[src/rtl/core_pkg.sv]
// Shared definitions for the RV32I pipeline: forwarding select codes,
// hazard-control FSM encoding and the bubble instruction.
package core_pkg;

  // EX operand source selects
  localparam logic [1:0] FWD_RF  = 2'd0;  // register file read data
  localparam logic [1:0] FWD_MEM = 2'd1;  // ex_mem alu_out
  localparam logic [1:0] FWD_WB  = 2'd2;  // mem_wb writeback result

  // Hazard-control FSM states
  typedef enum logic [1:0] {
    ST_RUN      = 2'd0,
    ST_MEM_WAIT = 2'd1,
    ST_FAULT    = 2'd2
  } hz_state_e;

  // addi x0, x0, 0: loaded into a stage register when it is flushed
  localparam logic [31:0] NOP_INSTR = 32'h0000_0013;

endpackage

[src/rtl/pipe_hazard_ctrl_fwd_unit.sv]
// Operand forwarding select for one EX source register.
// The youngest in-flight producer (ex_mem) wins over mem_wb; x0 never forwards.
module fwd_unit
  import core_pkg::*;
(
  input  logic [4:0] i_src,
  input  logic [4:0] i_mem_rd,
  input  logic       i_mem_we,
  input  logic [4:0] i_wb_rd,
  input  logic       i_wb_we,
  output logic [1:0] o_sel
);

  // Priority select: ex_mem result, then mem_wb result, else register file
  always_comb begin
    // NOTE: default assignment first so every path drives o_sel and no latch is inferred.
    o_sel = FWD_RF;
    if (i_src != 5'd0) begin
      if (i_mem_we && (i_mem_rd == i_src))
        o_sel = FWD_MEM;
      else if (i_wb_we && (i_wb_rd == i_src))
        o_sel = FWD_WB;
    end
  end

endmodule

[src/rtl/pipe_hazard_ctrl.sv]
// Pipeline hazard control for the 5-stage RV32I core: stage enables and
// flushes, EX forwarding selects, data-memory handshake, memory-wait
// watchdog and hazard performance counters.
module pipe_hazard_ctrl
  import core_pkg::*;
#(
  parameter int TIMEOUT = 255,
  parameter int CNT_W   = 32
) (
  input  logic             clk,
  input  logic             rst,
  input  logic [4:0]       id_rs1_num,
  input  logic [4:0]       id_rs2_num,
  input  logic             id_uses_rs1,
  input  logic             id_uses_rs2,
  input  logic [4:0]       ex_rs1_num,
  input  logic [4:0]       ex_rs2_num,
  input  logic [4:0]       ex_rd_num,
  input  logic             ex_reg_write,
  input  logic             ex_is_load,
  input  logic             ex_branch_taken,
  input  logic [4:0]       mem_rd_num,
  input  logic [4:0]       wb_rd_num,
  input  logic             mem_reg_write,
  input  logic             wb_reg_write,
  input  logic             mem_op,
  input  logic             dmem_ready,
  output logic             dmem_valid,
  output logic             pc_en,
  output logic             if_id_en,
  output logic             id_ex_en,
  output logic             ex_mem_en,
  output logic             if_id_flush,
  output logic             id_ex_flush,
  output logic             mem_wb_flush,
  output logic             pc_sel_branch,
  output logic [1:0]       fwd_a,
  output logic [1:0]       fwd_b,
  output logic             mem_timeout,
  input  logic             ctr_clr,
  output logic [CNT_W-1:0] stall_cycles,
  output logic [CNT_W-1:0] load_use_cnt,
  output logic [CNT_W-1:0] flush_cnt
);

  localparam int              WAIT_W    = $clog2(TIMEOUT + 1);
  localparam logic [WAIT_W-1:0] WAIT_LAST = WAIT_W'(TIMEOUT - 1);

  hz_state_e         r_state;
  logic [WAIT_W-1:0] r_wait_cnt;
  logic              r_timeout;
  logic [CNT_W-1:0]  r_stall_cycles;
  logic [CNT_W-1:0]  r_load_use_cnt;
  logic [CNT_W-1:0]  r_flush_cnt;

  logic w_dmem_valid;
  logic w_mem_stall;
  logic w_branch;
  logic w_lu_match;
  logic w_load_use;

  // Any load writes rd, so the load-use check keys on ex_is_load alone.
  logic w_unused;
  assign w_unused = ex_reg_write;

  // Hazard classification, in priority order: memory stall, branch, load-use
  always_comb begin
    w_dmem_valid = mem_op && (r_state != ST_FAULT);
    w_mem_stall  = (w_dmem_valid && !dmem_ready) || (r_state == ST_FAULT);
    w_branch     = ex_branch_taken && !w_mem_stall;
    w_lu_match   = ex_is_load && (ex_rd_num != 5'd0) &&
                   ((id_uses_rs1 && (id_rs1_num == ex_rd_num)) ||
                    (id_uses_rs2 && (id_rs2_num == ex_rd_num)));
    w_load_use   = w_lu_match && !w_mem_stall && !ex_branch_taken;
  end

  // Stage enables and flushes derived from the active hazard
  always_comb begin
    dmem_valid    = w_dmem_valid;
    pc_en         = !w_mem_stall && !w_load_use;
    if_id_en      = !w_mem_stall && !w_load_use;
    id_ex_en      = !w_mem_stall;
    ex_mem_en     = !w_mem_stall;
    if_id_flush   = w_branch;
    id_ex_flush   = w_branch || w_load_use;
    mem_wb_flush  = w_mem_stall;
    pc_sel_branch = w_branch;
  end

  fwd_unit u_fwd_a (
    .i_src    (ex_rs1_num),
    .i_mem_rd (mem_rd_num),
    .i_mem_we (mem_reg_write),
    .i_wb_rd  (wb_rd_num),
    .i_wb_we  (wb_reg_write),
    .o_sel    (fwd_a)
  );

  fwd_unit u_fwd_b (
    .i_src    (ex_rs2_num),
    .i_mem_rd (mem_rd_num),
    .i_mem_we (mem_reg_write),
    .i_wb_rd  (wb_rd_num),
    .i_wb_we  (wb_reg_write),
    .o_sel    (fwd_b)
  );

  // Memory-wait FSM with watchdog; FAULT is sticky until rst
  always_ff @(posedge clk) begin
    // NOTE: sequential state uses non-blocking assignments so every register samples pre-edge values.
    if (rst) begin
      r_state    <= ST_RUN;
      r_wait_cnt <= '0;
      r_timeout  <= 1'b0;
    end else begin
      case (r_state)
        ST_RUN: begin
          r_wait_cnt <= '0;
          if (mem_op && !dmem_ready)
            r_state <= ST_MEM_WAIT;
        end
        ST_MEM_WAIT: begin
          if (dmem_ready) begin
            r_state    <= ST_RUN;
            r_wait_cnt <= '0;
          end else if (r_wait_cnt == WAIT_LAST) begin
            // Counter lands on TIMEOUT and stays there: it never wraps
            r_state    <= ST_FAULT;
            r_timeout  <= 1'b1;
            r_wait_cnt <= r_wait_cnt + WAIT_W'(1);
          end else begin
            r_wait_cnt <= r_wait_cnt + WAIT_W'(1);
          end
        end
        ST_FAULT: begin
          r_state <= ST_FAULT;
        end
        default: begin
          r_state <= ST_RUN;
        end
      endcase
    end
  end

  // Hazard performance counters; clear beats increment, FAULT counts as stall
  always_ff @(posedge clk) begin
    if (rst || ctr_clr) begin
      r_stall_cycles <= '0;
      r_load_use_cnt <= '0;
      r_flush_cnt    <= '0;
    end else begin
      if (w_mem_stall || w_load_use)
        r_stall_cycles <= r_stall_cycles + CNT_W'(1);
      if (w_load_use)
        r_load_use_cnt <= r_load_use_cnt + CNT_W'(1);
      if (w_branch)
        r_flush_cnt <= r_flush_cnt + CNT_W'(1);
    end
  end

  assign mem_timeout  = r_timeout;
  assign stall_cycles = r_stall_cycles;
  assign load_use_cnt = r_load_use_cnt;
  assign flush_cnt    = r_flush_cnt;

endmodule

[config.mk]
export PLATFORM = sky130hd
export DESIGN_NAME = pipe_hazard_ctrl
export DESIGN_NICKNAME = d
export VERILOG_FILES = /design/src/rtl/core_pkg.sv /design/src/rtl/pipe_hazard_ctrl_fwd_unit.sv /design/src/rtl/pipe_hazard_ctrl.sv
export SDC_FILE = /design/constraint.sdc
export NUM_CORES = 1
export LEC_CHECK = 0
export CAP_MARGIN = 20
export CELL_PAD_IN_SITES_DETAIL_PLACEMENT = 0
export CELL_PAD_IN_SITES_GLOBAL_PLACEMENT = 1
export CORE_ASPECT_RATIO = 1.75
export CORE_UTILIZATION = 31
export DETAILED_ROUTE_END_ITERATION = 10
export PLACE_DENSITY_LB_ADDON = 0.1
export SYNTH_ARGS = -nofsm -noshare
export SYNTH_HDL_FRONTEND = slang
export SYNTH_SLANG_ARGS = --single-unit
[constraint.sdc]
create_clock -name clk -period 2.17 [get_ports clk]
set_input_delay 0.217 -clock clk [delete_from_list [all_inputs] [get_ports clk]]
set_output_delay 0.217 -clock clk [all_outputs]
set_load 0.02 [all_outputs]
# --- After elaboration in Yosys (flattened, before gate mapping) ---
# Cells that the tools add are included.
# W data, S select, Z words.
word_totals:
  ff_bits: 107
  out_inout_bits: 110
  in_bits: 47
classes:
  n_bitwise: 1
  reduce_logical: 31
  addsub: 4
  mux: 12
  eq_ne: 12
ops:
  columns: ["op", "count"]
  rows:
  - ["$add A32 B1 Y32 const B", 3]
  - ["$eq A5 B5 Y1", 6]
  - ["$mux W2", 9]
  - ["$pmux W8 S2", 1]
  - ["$logic_and A1 B1 Y1", 15]
  - ["$reduce_bool A5 Y1", 3]
  - ["$add A8 B1 Y8 const B", 1]
  - ["$eq A8 B8 Y1 const B", 1]
  - ["$mux W8", 1]
  - ["$pmux W2 S3", 1]
  - ["$logic_or A1 B1 Y1", 5]
  - ["$logic_not A1 Y1", 4]
  - ["$ne A2 B2 Y1 const B", 2]
  - ["$ne A3 B3 Y1 const B", 1]
  - ["$reduce_and A3 Y1", 1]
  - ["$eq A2 B1 Y1 const B", 1]
  - ["$eq A2 B2 Y1 const B", 1]
  - ["$logic_not A2 Y1", 1]
  - ["$reduce_and A2 Y1", 1]
  - ["$reduce_bool A2 Y1", 1]
  - ["$not A1 Y1", 1]

# --- Depth between registers and ports, before layout ---
# Gate-level depths: netlist (run 1).
logic_depth:
  depth_word: 9
  depth_mapped: 9
  depth_no_buf: 7

# --- Hierarchy ---
# A second synthesis (run 1) with hierarchy kept.
unflattened:
  cells_unflattened: 664
  area_unflattened_um2: 5455.2
by_module_without_submodules:
  columns: ["mod", "cells_each", "n_inst", "area_each_um2"]
  rows:
  - ["pipe_hazard_ctrl", 628, 1, 5185.0]
  - ["fwd_unit", 18, 2, 135.1]

# --- Least setup slack after synthesis (run 1) ---
# OpenSTA, ideal clock, no wires.
synth_timing:
  path_kind: "reg-to-output"
  startpoint: "reg r_state[1]"
  endpoint: "out pc_en"
  t_arrival_ns: 2.032
  path_stages_with_launch: 8
  setup_slack_ns: -0.079
  path_cell_list: "dfxtp_1 > nor2b_1 > nor2_1 > o21ai_2 > inv_2 > clkbuf_1 > clkbuf_1 > buf_4"
synth_between:
  elab_chain_len: 9
  word_cells_on_any_way: 10
  cone_classes: "eq/ne (2); reduce/logical (8)"
synth_rtl:
  columns: ["item", "line_no", "rtl"]
  rows:
  - ["start: declaration", "pipe_hazard_ctrl.sv:49", "hz_state_e r_state;"]
  - ["start signal: assignment", "pipe_hazard_ctrl.sv:112", "r_state <= ST_RUN;"]
  - ["start signal: assignment", "pipe_hazard_ctrl.sv:120", "r_state <= ST_MEM_WAIT;"]
  - ["start signal: assignment", "pipe_hazard_ctrl.sv:124", "r_state <= ST_RUN;"]
  - ["$ne A2 B2 Y1", "pipe_hazard_ctrl.sv:68", "w_dmem_valid = mem_op && (r_state != ST_FAULT);"]
  - ["$logic_and A1 B1 Y1", "pipe_hazard_ctrl.sv:68", null]
  - ["$logic_and A1 B1 Y1", "pipe_hazard_ctrl.sv:69", "w_mem_stall = (w_dmem_valid && !dmem_ready) || (r_state == ST_FAULT);"]
  - ["$logic_or A1 B1 Y1 (*)", "pipe_hazard_ctrl.sv:69", null]
  - ["$logic_not A1 Y1 (*)", null, null]
  - ["net ex_mem_en", "pipe_hazard_ctrl.sv:32", "output logic ex_mem_en,"]
  - ["$logic_and A1 B1 Y1 (2 in series)", "pipe_hazard_ctrl.sv:74", "w_load_use = w_lu_match && !w_mem_stall && !ex_branch_taken;"]
  - ["$logic_not A1 Y1", "pipe_hazard_ctrl.sv:80", "pc_en = !w_mem_stall && !w_load_use;"]
  - ["$logic_and A1 B1 Y1 (*)", "pipe_hazard_ctrl.sv:80", null]
  - ["end: declaration", "pipe_hazard_ctrl.sv:29", "output logic pc_en,"]
# Mark *: on every way through the listed nets, which the timed path passes. The rest lies on a longest branch.

# --- Worst setup path after layout (run 1) ---
layout_timing:
  startpoint: "in ex_rs1_num[2]"
  endpoint: "out fwd_a[0]"
layout_between:
  elab_chain_len: 4
  word_cells_on_any_way: 5
  cone_classes: "eq/ne (1); mux (2); reduce/logical (2)"
layout_rtl:
  columns: ["item", "line_no", "rtl"]
  rows:
  - ["start: declaration", "pipe_hazard_ctrl.sv:16", "input logic [4:0] ex_rs1_num,"]
  - ["$eq A5 B5 Y1", "pipe_hazard_ctrl_fwd_unit.sv:19", "if (i_mem_we && (i_mem_rd == i_src))"]
  - ["$logic_and A1 B1 Y1", "pipe_hazard_ctrl_fwd_unit.sv:19", null]
  - ["$mux W2", "pipe_hazard_ctrl_fwd_unit.sv:19", null]
  - ["$mux W2 (*)", "pipe_hazard_ctrl_fwd_unit.sv:18", "if (i_src != 5'd0) begin"]
  - ["end: declaration", "pipe_hazard_ctrl.sv:37", "output logic [1:0] fwd_a,"]
# Every way passes the cells marked *; elsewhere a longest branch is shown, timed or not.

==> results of run 1 <==
==> flip-flops by register name (all words and copies together) (netlist names) <==
| register | cells |
|---|---|
| flush_cnt | 32 |
| load_use_cnt | 32 |
| stall_cycles | 32 |
| r_wait_cnt | 8 |
| r_state | 2 |
| mem_timeout | 1 |
==> final cells by class <==
cell class,instances,area share [%]
flip-flops and latches,107,26.4
multi-input cells,510,39.2
inverters,12,0.584
clock buffers,11,2.86
well taps,227,3.49
repair buffers,237,26.9
clock inverters,5,0.569
==> stage by stage <==
stage	cell area [um2]	power [mW]	setup WS, ps	setup TNS (ps)
5_1_grt	8140	4.08	-12.6	-28.6
3_3_place_gp	7720	2.37	-453	-17910
3_5_place_dp	7720	2.38	-546	-23230
2_1_floorplan	5400	2.16	41.2	0
6_report	8140	3.92	55.6	0
4_1_cts	8030	3.98	1.63	0
==> kinds of logic (layout without fill, tap and decap cells) <==
group	Yosys count	in the layout	share of synthesized area, %
simple gates	315	315	31.7
flops	107	107	39.7
xor+xnor	80	80	13.0
compound gates	109	109	10.9
mux	1	1	0.185
buf+inv	43	265	3.34
fa+ha+maj	5	5	1.16
==> how the worst max path moves through the flow <==
stage,startpoint,endpoint,slack (ps),cells past startpoint
2_1_floorplan,ex_rd_num[2],pc_en,40,8
3_3_place_gp,ex_rd_num[3],load_use_cnt[27]$_SDFFE_PP0P_,-450,8
3_5_place_dp,ex_rd_num[3],load_use_cnt[27]$_SDFFE_PP0P_,-550,8
4_1_cts,id_rs2_num[4],stall_cycles[17]$_SDFFE_PP0P_,2,10
5_1_grt,r_state[1]$_SDFFE_PP0P_,load_use_cnt[31]$_SDFFE_PP0P_,-10,8
6_report,ex_rs1_num[2],fwd_a[0],60,5
==> per-layer routing <==
| layer | share of wire, % | track usage [%] | up-vias |
|---|---|---|---|
| li1 | - | - | 2778 |
| met5 | 0.073 | 0 | - |
| met1 | 39 | 19.0 | 2636 |
| met3 | 6.0 | 4.51 | 12 |
| met4 | 1.1 | 5.62 | 2 |
| met2 | 53 | 34.8 | 137 |
==> tightest hold or removal path: cells and delay by family <==
kind	cells	cell delay (ps)
buffers and inverters	2	450
and+or+nand+nor	1	40
==> power groups by stage <==
stage               combinational, mW  sequential [mW]  clock, mW
detailed placement              0.361             2.02          0
global route                    0.397             1.97       1.71
global placement                0.359             2.02          0
CTS                             0.364             1.97       1.65
floorplan                       0.141             2.02          0
finish                          0.369             1.97       1.58
==> timing repair <==
action,CTS,global route
pin swaps,8,12
gates resized for setup,25,35
setup buffers,3,0
endpoints found under the setup margin,37,22
==> cell usage after synthesis (3+ instances only) <==
| cell type | count |
|---|---|
| nor2b_1 | 5 |
| nor2_1 | 69 |
| ha_1 | 5 |
| and2_1 | 9 |
| nor4b_1 | 4 |
| xnor2_1 | 36 |
| or3_1 | 37 |
| and4_1 | 12 |
| nand2_1 | 42 |
| a21oi_1 | 55 |
| inv_1 | 11 |
| nand2b_1 | 4 |
| clkbuf_1 | 25 |
| or2_2 | 3 |
| xor2_1 | 44 |
| nor3_1 | 10 |
| nor3b_1 | 3 |
| o31ai_1 | 7 |
| or4_1 | 10 |
| nand3_1 | 36 |
| dfxtp_1 | 107 |
| o21ai_0 | 41 |
| nand4_1 | 29 |
| nor4_1 | 15 |
| and3_1 | 21 |
| buf_4 | 3 |
==> flow_summary.toml, run 1 <==
[timing]
tightest_slew_ps = 479
holdWs_ps = 410
period_share_pct = 97.4
slew_headroom_pct = 68.0
skew_ps = 15.8
hold_viol_final = 0
rsz0062_at_grt = "true"
min_period_ps = 2110
setup_viol = 0
slew_viol_final = 0
fmax_mhz = 473

[routing]
totalWireLength_um = 16400
antenna_left = 0
vias_per_cell = 5.02
wl_per_cell_um = 14.8
route.detailed.drc = 0
first_pass_iters = 5
dr.first_iter.drc_count = 123
vias = 5565

[worst_setup_path]
reg2reg_slack_ps = 110
max_stage_delay_ps = 540
critPathMaxFanout = 2
worst-path-buf-inv = 3
worstSetupEndpointType = "output port"
required_ps = 1950
critical_path.top_delay_family = "buffers and inverters"
regToRegEndpoint = "load_use_cnt[31]$_SDFFE_PP0P_"
rr_worst_depth = 8
critPathKind = "in -> out"
crit_slowest_cell = "or4_1"
cp_cell_sequence = "clkdlybuf4s50_1, buf_4, or4_1, o21a_1, dlygate4sd2_1"
worst_setup_path_start_kind = "primary input"
r2r-start = "r_state[1]$_SDFFE_PP0P_"
arrival_ps = 1900

[yosys]
yosys-top-cells-area = "dfxtp_1, xor2_1, xnor2_1"
synth_top_area_share_pct = 39.7
ys_warn_count = 0
yosys.area.top_type = "dfxtp_1"
synth_edf_count = 0
synth_flop_cell = "dfxtp_1"
ys_ff_latch = 107
ys_seq_area_share_pct = 39.7
netlist_area_um2 = 5400
syn_inst = 660
syn_nets = 712
postSynth.asyncResetShare_pct = 0
avgSynthCellArea_um2 = 8.18
synth.distinct_cells = 39

[global_routing]
grt_use_total_pct = 18.3
antenna_found_initial = 1
grt_pass1_vias = 5509
grt.overflow.total = 0
grt_max_degree = 52
grt_pass1_wl_um = 26100

[die]
start_util_pct = 31.7
die_area_um2 = 18000
core_area_um2 = 17000
die_h_um = 177
rows = 63
io_pins = 157
die_w_um = 102

[cells_and_area]
diodes = 0
final_common_cell = "clkdlybuf4s50_1"
syn_to_final_growth_pct = 50.7
multi_input_area_um2 = 3190
seq_area_um2 = 2140
drive_gt1_share_pct = 15.0
nFillCells = 1697
finalNonFillerCells = 1109
utilization_pct = 47.8
nNetsFinal = 929
final_cell_mix = "clkdlybuf4s50_1, dfxtp_1, buf_4, nor2_1, a21oi_1"

[power]
p_switching_mw = 0.966
power.share.combinational_pct = 9.4
switching_share_pct = 24.6
clkPwrFrac_pct = 40.4
p_int_mw = 2.96
p_leak_nw = 2.84
max-vdd-ir-drop_v = 0.000300
p_seq_share_pct = 50.2
cellPowerDensity_nw_per_um2 = 482

[place]
hpwl_um = 12300
dp.cells = 1090
gp_congestion = 0.796
portBuffers = 155

[clock_network]
hold_buffers = 0
cts_root_buf = "clkbuf_16"
cts-htree-levels = 3
clkLatencyLatePin_ps = 350
cts_tree = "built"
numCtsBuffers = 9
clk_path_buf_depth = 2
path_clk_slew_ps = 70
clock-sinks = 107

[hold_path]
worstHoldStart = "dmem_ready"
worstHoldPathCells = 3
min_to = "r_state[0]$_SDFFE_PP0P_"
hold_class = "in -> reg"

[job]
max_cap_violations = 0

[status]
status = "finished, final reports clean"
No activity file was read; power rests on OpenSTA's default activity.
==> inputs of run 2 (changes only) <==
--- a/config.mk
+++ b/config.mk
@@ -5,11 +5,13 @@
 export SDC_FILE = /design/constraint.sdc
 export NUM_CORES = 1
 export LEC_CHECK = 0
+export ABC_AREA = 1
 export CAP_MARGIN = 20
 export CELL_PAD_IN_SITES_DETAIL_PLACEMENT = 0
 export CELL_PAD_IN_SITES_GLOBAL_PLACEMENT = 1
 export CORE_ASPECT_RATIO = 1.75
-export CORE_UTILIZATION = 31
+export CORE_UTILIZATION = 32
+export CTS_CLUSTER_DIAMETER = 120
 export DETAILED_ROUTE_END_ITERATION = 10
 export PLACE_DENSITY_LB_ADDON = 0.1
 export SYNTH_ARGS = -nofsm -noshare
==> run 2 against run 1 <==
Global-route usage is 4.7 points higher. Worst setup slack better by 41 ps. Combinational power is 54% higher. Area after synthesis is 35% higher. Core utilization is 4.2 points lower. Critical path type unchanged. Critical endpoint is now id_ex_en. Highest routed layer is now met4.
==> flow_summary.toml, run 2 <==
[worst_setup_path]
required_ps = 1950
r2r-start = "load_use_cnt[1]$_SDFFE_PP0P_"
rr_worst_depth = 9
worst_setup_path_start_kind = "primary input"
critPathMaxFanout = 10
arrival_ps = 1860
max_stage_delay_ps = 620
reg2reg_slack_ps = 300
crit_top_cell = "clkdlybuf4s50_1"
crit_slowest_cell = "clkdlybuf4s50_1"
cp_cell_sequence = "clkdlybuf4s50_1, inv_2, nand2_1, nand2_2, clkinv_2, buf_4, clkdlybuf4s50_1"
regToRegEndpoint = "load_use_cnt[22]$_SDFFE_PP0P_"
critPathKind = "in -> out"
worstSetupEndpointType = "output port"

[cells_and_area]
syn_to_final_growth_pct = 32.8
final_common_cell = "nand2_1"
nFillCells = 2490
diodes = 0
drive_gt1_share_pct = 6.49
nNetsFinal = 1481
utilization_pct = 43.6
final_cell_mix = "nand2_1, nor2_1, clkdlybuf4s50_1, inv_1, dfxtp_1"

[place]
portBuffers = 155
gp_congestion = 0.888
hpwl_um = 20300

[timing]
holdWs_ps = 489
skew_ps = 11.7
tightest_slew_ps = 931
period_share_pct = 95.5
fmax_mhz = 482
tns_ps = 0
min_period_ps = 2070
rsz0062_at_grt = "false"
slew_headroom_pct = 37.9
slew_viol_final = 0
setup_viol = 0
hold_viol_final = 0

[yosys]
ys_warn_count = 0
postSynth.asyncResetShare_pct = 0
yosys-top-cells-area = "dfxtp_1, nand2_1, nor2_1"
synth_edf_count = 0
ys_top_cells_by_count = "nand2_1, nor2_1, inv_1, dfxtp_1, nand3_1"
ys_ff_latch = 107
synth_flop_cell = "dfxtp_1"
synth_top_area_share_pct = 29.4
syn_inst = 1255
ys_seq_area_share_pct = 29.4
avgSynthCellArea_um2 = 5.82
synth.distinct_cells = 41
syn_nets = 1307
netlist_area_um2 = 7300
yosys.area.top_type = "dfxtp_1"
synthMostInstantiatedCell = "nand2_1"

[die]
rows = 72
die_w_um = 116
die_area_um2 = 23400
core_area_um2 = 22300
start_util_pct = 32.8
die_h_um = 202
io_pins = 157

[clock_network]
clkLatencyLatePin_ps = 370
clock-sinks = 107
clk_path_buf_depth = 2
cts-htree-levels = 3
numCtsBuffers = 9
cts_tree = "built"
path_clk_slew_ps = 70
hold_buffers = 0
cts_root_buf = "clkbuf_16"

[power]
max-vdd-ir-drop_v = 0.000388
p_int_mw = 3.18
power.share.combinational_pct = 13.1
p_leak_nw = 3.70
p_seq_share_pct = 46.5
clkPwrFrac_pct = 40.4
p_switching_mw = 1.17
switching_share_pct = 26.9
cellPowerDensity_nw_per_um2 = 448

[routing]
wl_per_cell_um = 14.9
route.detailed.drc = 0
vias = 8191
totalWireLength_um = 25800
vias_per_cell = 4.73
antenna_left = 0
dr.first_iter.drc_count = 369
first_pass_iters = 4

[hold_path]
hold_class = "reg -> reg"
worstHoldStart = "r_wait_cnt[7]$_SDFFE_PP0P_"
min_to = "r_wait_cnt[7]$_SDFFE_PP0P_"
worstHoldPathCells = 2

[global_routing]
grt_use_total_pct = 23.0
grt.overflow.total = 0
grt_max_degree = 71
grt_pass1_wl_um = 40900
antenna_found_initial = 0
grt_pass1_vias = 8093

[job]
max_cap_violations = 0

[status]
status = "finished, final reports clean"
==> run 2: cell count changes in the layout (fill, tap and decap cells not counted), moves of 16 or more <==
| cell | before | now |
|---|---|---|
| nor2_1 | 67 | 221 |
| xnor2_1 | 36 | 7 |
| nand3b_1 | 2 | 18 |
| xor2_1 | 43 | 27 |
| o21ai_0 | 41 | 25 |
| a21oi_1 | 51 | 85 |
| nand2_1 | 41 | 434 |
| and3_1 | 20 | 0 |
| buf_4 | 76 | 42 |
| or3_1 | 34 | 0 |
| inv_1 | 11 | 124 |
| nand3_1 | 36 | 86 |
==> run 2: power by group through the flow <==
| stage | combinational [mW] | sequential, mW | clock, mW |
|---|---|---|---|
| 5_1_grt | 0.633 | 2.03 | 1.88 |
| 6_report | 0.570 | 2.02 | 1.75 |
| 3_5_place_dp | 0.580 | 2.07 | 0 |
| 4_1_cts | 0.577 | 2.02 | 1.83 |
| 2_1_floorplan | 0.284 | 2.09 | 0 |
| 3_3_place_gp | 0.579 | 2.07 | 0 |
==> run 2: final cells by class <==
class                           instances  area (um2)  share of cell area [%]
Clock inverter                          6        62.6                   0.646
Inverter                              132         497                    5.13
Tap cell                              296         370                    3.82
Multi-Input combinational cell        979        4460                    46.1
Clock buffer                           10         239                    2.47
Timing Repair Buffer                  200        1920                    19.8
Sequential cell                       107        2140                    22.1
==> run 2: kinds of logic (layout without fill, tap and decap cells) <==
kind of cell | count (synthesis) | in the layout | share of synthesized area [%]
xor gates and xnor gates | 34 | 34 | 4.08
buffers and inverters | 169 | 348 | 9.67
adders and majority gates | 5 | 5 | 0.857
AOI/OAI and AO/OA | 128 | 128 | 9.31
DFF | 107 | 107 | 29.4
and+or+nand+nor | 812 | 812 | 46.7
==> run 2: timing repair <==
item / CTS / global route
setup buffers: 0 / 0
endpoints found under the setup margin: 9 / 0
gates resized for setup: 10 / 0
==> run 2: stage by stage <==
step | worst slack [ps] | instance area [um2] | instances | total power, mW
6_report | 96.8 | 9690 | 1730 | 4.34
5_1_grt | 4.95 | 9690 | 1730 | 4.53
3_3_place_gp | -141 | 9390 | 1714 | 2.65
4_1_cts | 60.1 | 9690 | 1730 | 4.42
3_5_place_dp | -133 | 9390 | 1714 | 2.65
2_1_floorplan | 370 | 7300 | 1255 | 2.37
==> run 2: worst max-delay path by stage <==
stage / from / to / slack, ps / depth (start not counted)
after floorplan: r_state[0]$_SDFFE_PP0P_ / pc_en / 370 / 9
final: dmem_ready / id_ex_en / 100 / 7
after global routing: dmem_ready / ex_mem_en / 5 / 7
after global placement: ex_rd_num[1] / id_ex_flush / -140 / 10
after detailed placement: ex_rd_num[1] / id_ex_flush / -130 / 10
after CTS: r_state[0]$_SDFFE_PP0P_ / id_ex_en / 60 / 6
==> run 2: metal layers <==
metal	part of all wire (%)	global-route usage (%)	vias up
li1	-	-	4306
met1	36	21.1	3691
met2	57	46.3	138
met3	2.4	2.79	56
met4	5.2	13.0	0
met5	0	0	-
==> run 2: worst max-delay path, delay by kind of cell <==
kind                   cells  cell delay, ps
and+or+nand+nor            2             200
buffers and inverters      5            1430
==> edit, RTL diff (flow settings as in run 1) <==
Encoding of `hz_state_e`: now one-hot (3 bits for 3 states).
--- a/src/rtl/core_pkg.sv
+++ b/src/rtl/core_pkg.sv
@@ -8,10 +8,10 @@
   localparam logic [1:0] FWD_WB  = 2'd2;  // mem_wb writeback result
 
   // Hazard-control FSM states
-  typedef enum logic [1:0] {
-    ST_RUN      = 2'd0,
-    ST_MEM_WAIT = 2'd1,
-    ST_FAULT    = 2'd2
+  typedef enum logic [2:0] {
+    ST_RUN      = 3'b001,
+    ST_MEM_WAIT = 3'b010,
+    ST_FAULT    = 3'b100
   } hz_state_e;
 
   // addi x0, x0, 0: loaded into a stage register when it is flushed
Function: no difference found for any inputs over 10 cycles, from zero or initial values and one cycle with rst high; not proved beyond that.
==> edit against run 1 <==
Design area up 3.7%. Hold slack gained 69 ps. Routed wire length grew 7.1%. Sequential cell count grew 1. Setup slack got worse by 16 ps. Die area grew 3.2%. Total power up 4.7%. Cell count grew 2.7%. Area after synthesis grew 3.2%. Critical path type is now input port to register. Critical endpoint is now load_use_cnt[30].
==> edit: results (changes against run 1) <==
==========================================================================================
Net count after synthesis ...................................................          735   was 712
Worst reg2reg path depth ....................................................            8   unchanged
Final-layout fill cell count ................................................        1,728   was 1,697
Number of antenna violations at the first check in global routing ...........            0   was 1
Portion of the post-synthesis area used by sequential elements ..............        38.8%   was 39.7%
Most frequent cells after synthesis ......................................... dfxtp_1 (108), nor2_1 (66), a21oi_1 (59)   was dfxtp_1 (107), nor2_1 (69), a21oi_1 (55)
Hold WS .....................................................................       479 ps   was 410 ps
Worst Min Path Start ........................................................ stall_cycles[31]   was dmem_ready
Family of cells with the greatest summed delay on the critical path ......... simple AND/OR/NAND/NOR gates   was buffers and inverters
Via count of the first global-routing pass ..................................        5,714   was 5,509
Clock edge transition at the registers on the reported setup and hold paths .        80 ps
Critical path arrival .......................................................      2410 ps   was 1900 ps
Worst setup skew after layout ...............................................      9.32 ps   was 15.8 ps
HPWL after detailed placement ...............................................    13,100 um   was 12,300 um
Run status .................................................................. finished, final reports clean   unchanged
Endpoint with the worst hold slack .......................................... stall_cycles[31]   was r_state[0]
Mapped Avg Cell Area ........................................................     8.16 um2   was 8.18 um2
Routed wire length per instance .............................................      15.5 um   was 14.8 um
Number of cells in the finished layout apart from fillers ...................        1,139   was 1,109
Final core occ ..............................................................        48.1%   was 47.8%
Post-placement setup slack ..................................................      -502 ps   was -546 ps
Endpoint of the lowest-slack register-to-register path ...................... stall_cycles[29]   was load_use_cnt[31]
Layout cells sized above 1 ..................................................        16.7%   was 15.0%
RD Place Congestion .........................................................        0.785   was 0.796
Number of port buffers ......................................................          155   unchanged
Global-route wire length before repair ......................................    27,600 um   was 26,100 um
Path category of the worst min-delay check .................................. register to register   was input port to register
Hold-critical path depth ....................................................            2   was 3
Switching power share of the total ..........................................        24.1%   was 24.6%
DRT iter0 DRCs ..............................................................          152   was 123
Vias per Instance ...........................................................         5.15   was 5.02
Slowest cell on crit path ................................................... clkdlybuf4s50_1   was or4_1
Yosys cell types ............................................................           53   was 39
Largest net degree at the start of global routing ...........................           70   was 52
Maximum fanout along the worst path .........................................            8   was 2
Launching element of the worst setup path ................................... ex_rd_num[0]   was ex_rs1_num[2]
Latest clock arrival within the worst-skew pair .............................       350 ps   about the same
Actual transition at the worst max-transition pin ...........................       630 ps   was 479 ps
Standby leakage power .......................................................   0.00283 uW   was 0.00284 uW
Placed instance area ........................................................     7920 um2   was 7720 um2
Most area-consuming cells after synthesis ................................... dfxtp_1 (39%), xor2_1 (6.0%), a21oi_1 (5.3%)   was dfxtp_1 (40%), xor2_1 (7.1%), xnor2_1 (5.8%)
Post-layout net count .......................................................          955   was 929
Worst vdd rail ir drop ......................................................     0.347 mV   was 0.300 mV
Register-to-register path setup slack .......................................        60 ps   was 110 ps
Global-route usage over all layers ..........................................        18.9%   was 18.3%
==========================================================================================
-- edit: cell types whose count changed after synthesis, moves of 7 or more --
cell      delta
o21ai_0     -10
or3_1        -7
xnor2_1      -8
buf_2        +8
and3_1       -9
or4_1       +21
o31ai_1     +16
clkbuf_1     -9
nand2_1     +10
nor3_1       +7
-- edit: final cells by class --
class | count | area share [%]
inverters | 16 | 0.756
well taps | 231 | 3.42
flip-flops and latches | 108 | 25.7
multi-input cells | 527 | 39.7
clock inverters | 6 | 0.830
repair buffers | 241 | 26.7
clock buffers | 10 | 2.83
-- edit: worst max path at each step --
stage / end / slack (ps)
2_1_floorplan: pc_en / 0.3
4_1_cts: if_id_en / 2
3_3_place_gp: id_ex_flush / -500
5_1_grt: stall_cycles[30] / -20
3_5_place_dp: id_ex_flush / -500
6_report: load_use_cnt[30] / 40
-- edit: kinds of logic after synthesis --
family / synth area share [%]
DFF: 38.8
and+or+nand+nor: 30.8
AOI/OAI and AO/OA: 14.3
adders and majority gates: 1.12
xor gates and xnor gates: 10.4
buffers and inverters: 3.79
muxes: 0.718
-- edit: timing repair --
item / 4_1_cts / 5_1_grt
cloned: 0 / 1
pin swaps: 6 / 23
gates resized for setup: 37 / 40
setup buffers: 3 / 3
endpoints found under the setup margin: 57 / 65
-- edit: routing by layer --
layer  GRT usage, %  vias up  part of all wire [%]
met2           36.8      107                    56
met1           19.9     2825                    39
li1               -     2918                     -
met4           5.05        0                   1.4
met3           3.84       13                   4.0
met5              0        -                     0
-- edit: power by group through the flow --
| stage | clock network, uW | registers [uW] | logic (uW) |
|---|---|---|---|
| after floorplan | 0 | 2040 | 148 |
| after global placement | 0 | 2030 | 359 |
| after detailed placement | 0 | 2030 | 362 |
| after CTS | 1790 | 1990 | 362 |
| after global routing | 1860 | 1990 | 414 |
| final | 1730 | 1990 | 384 |
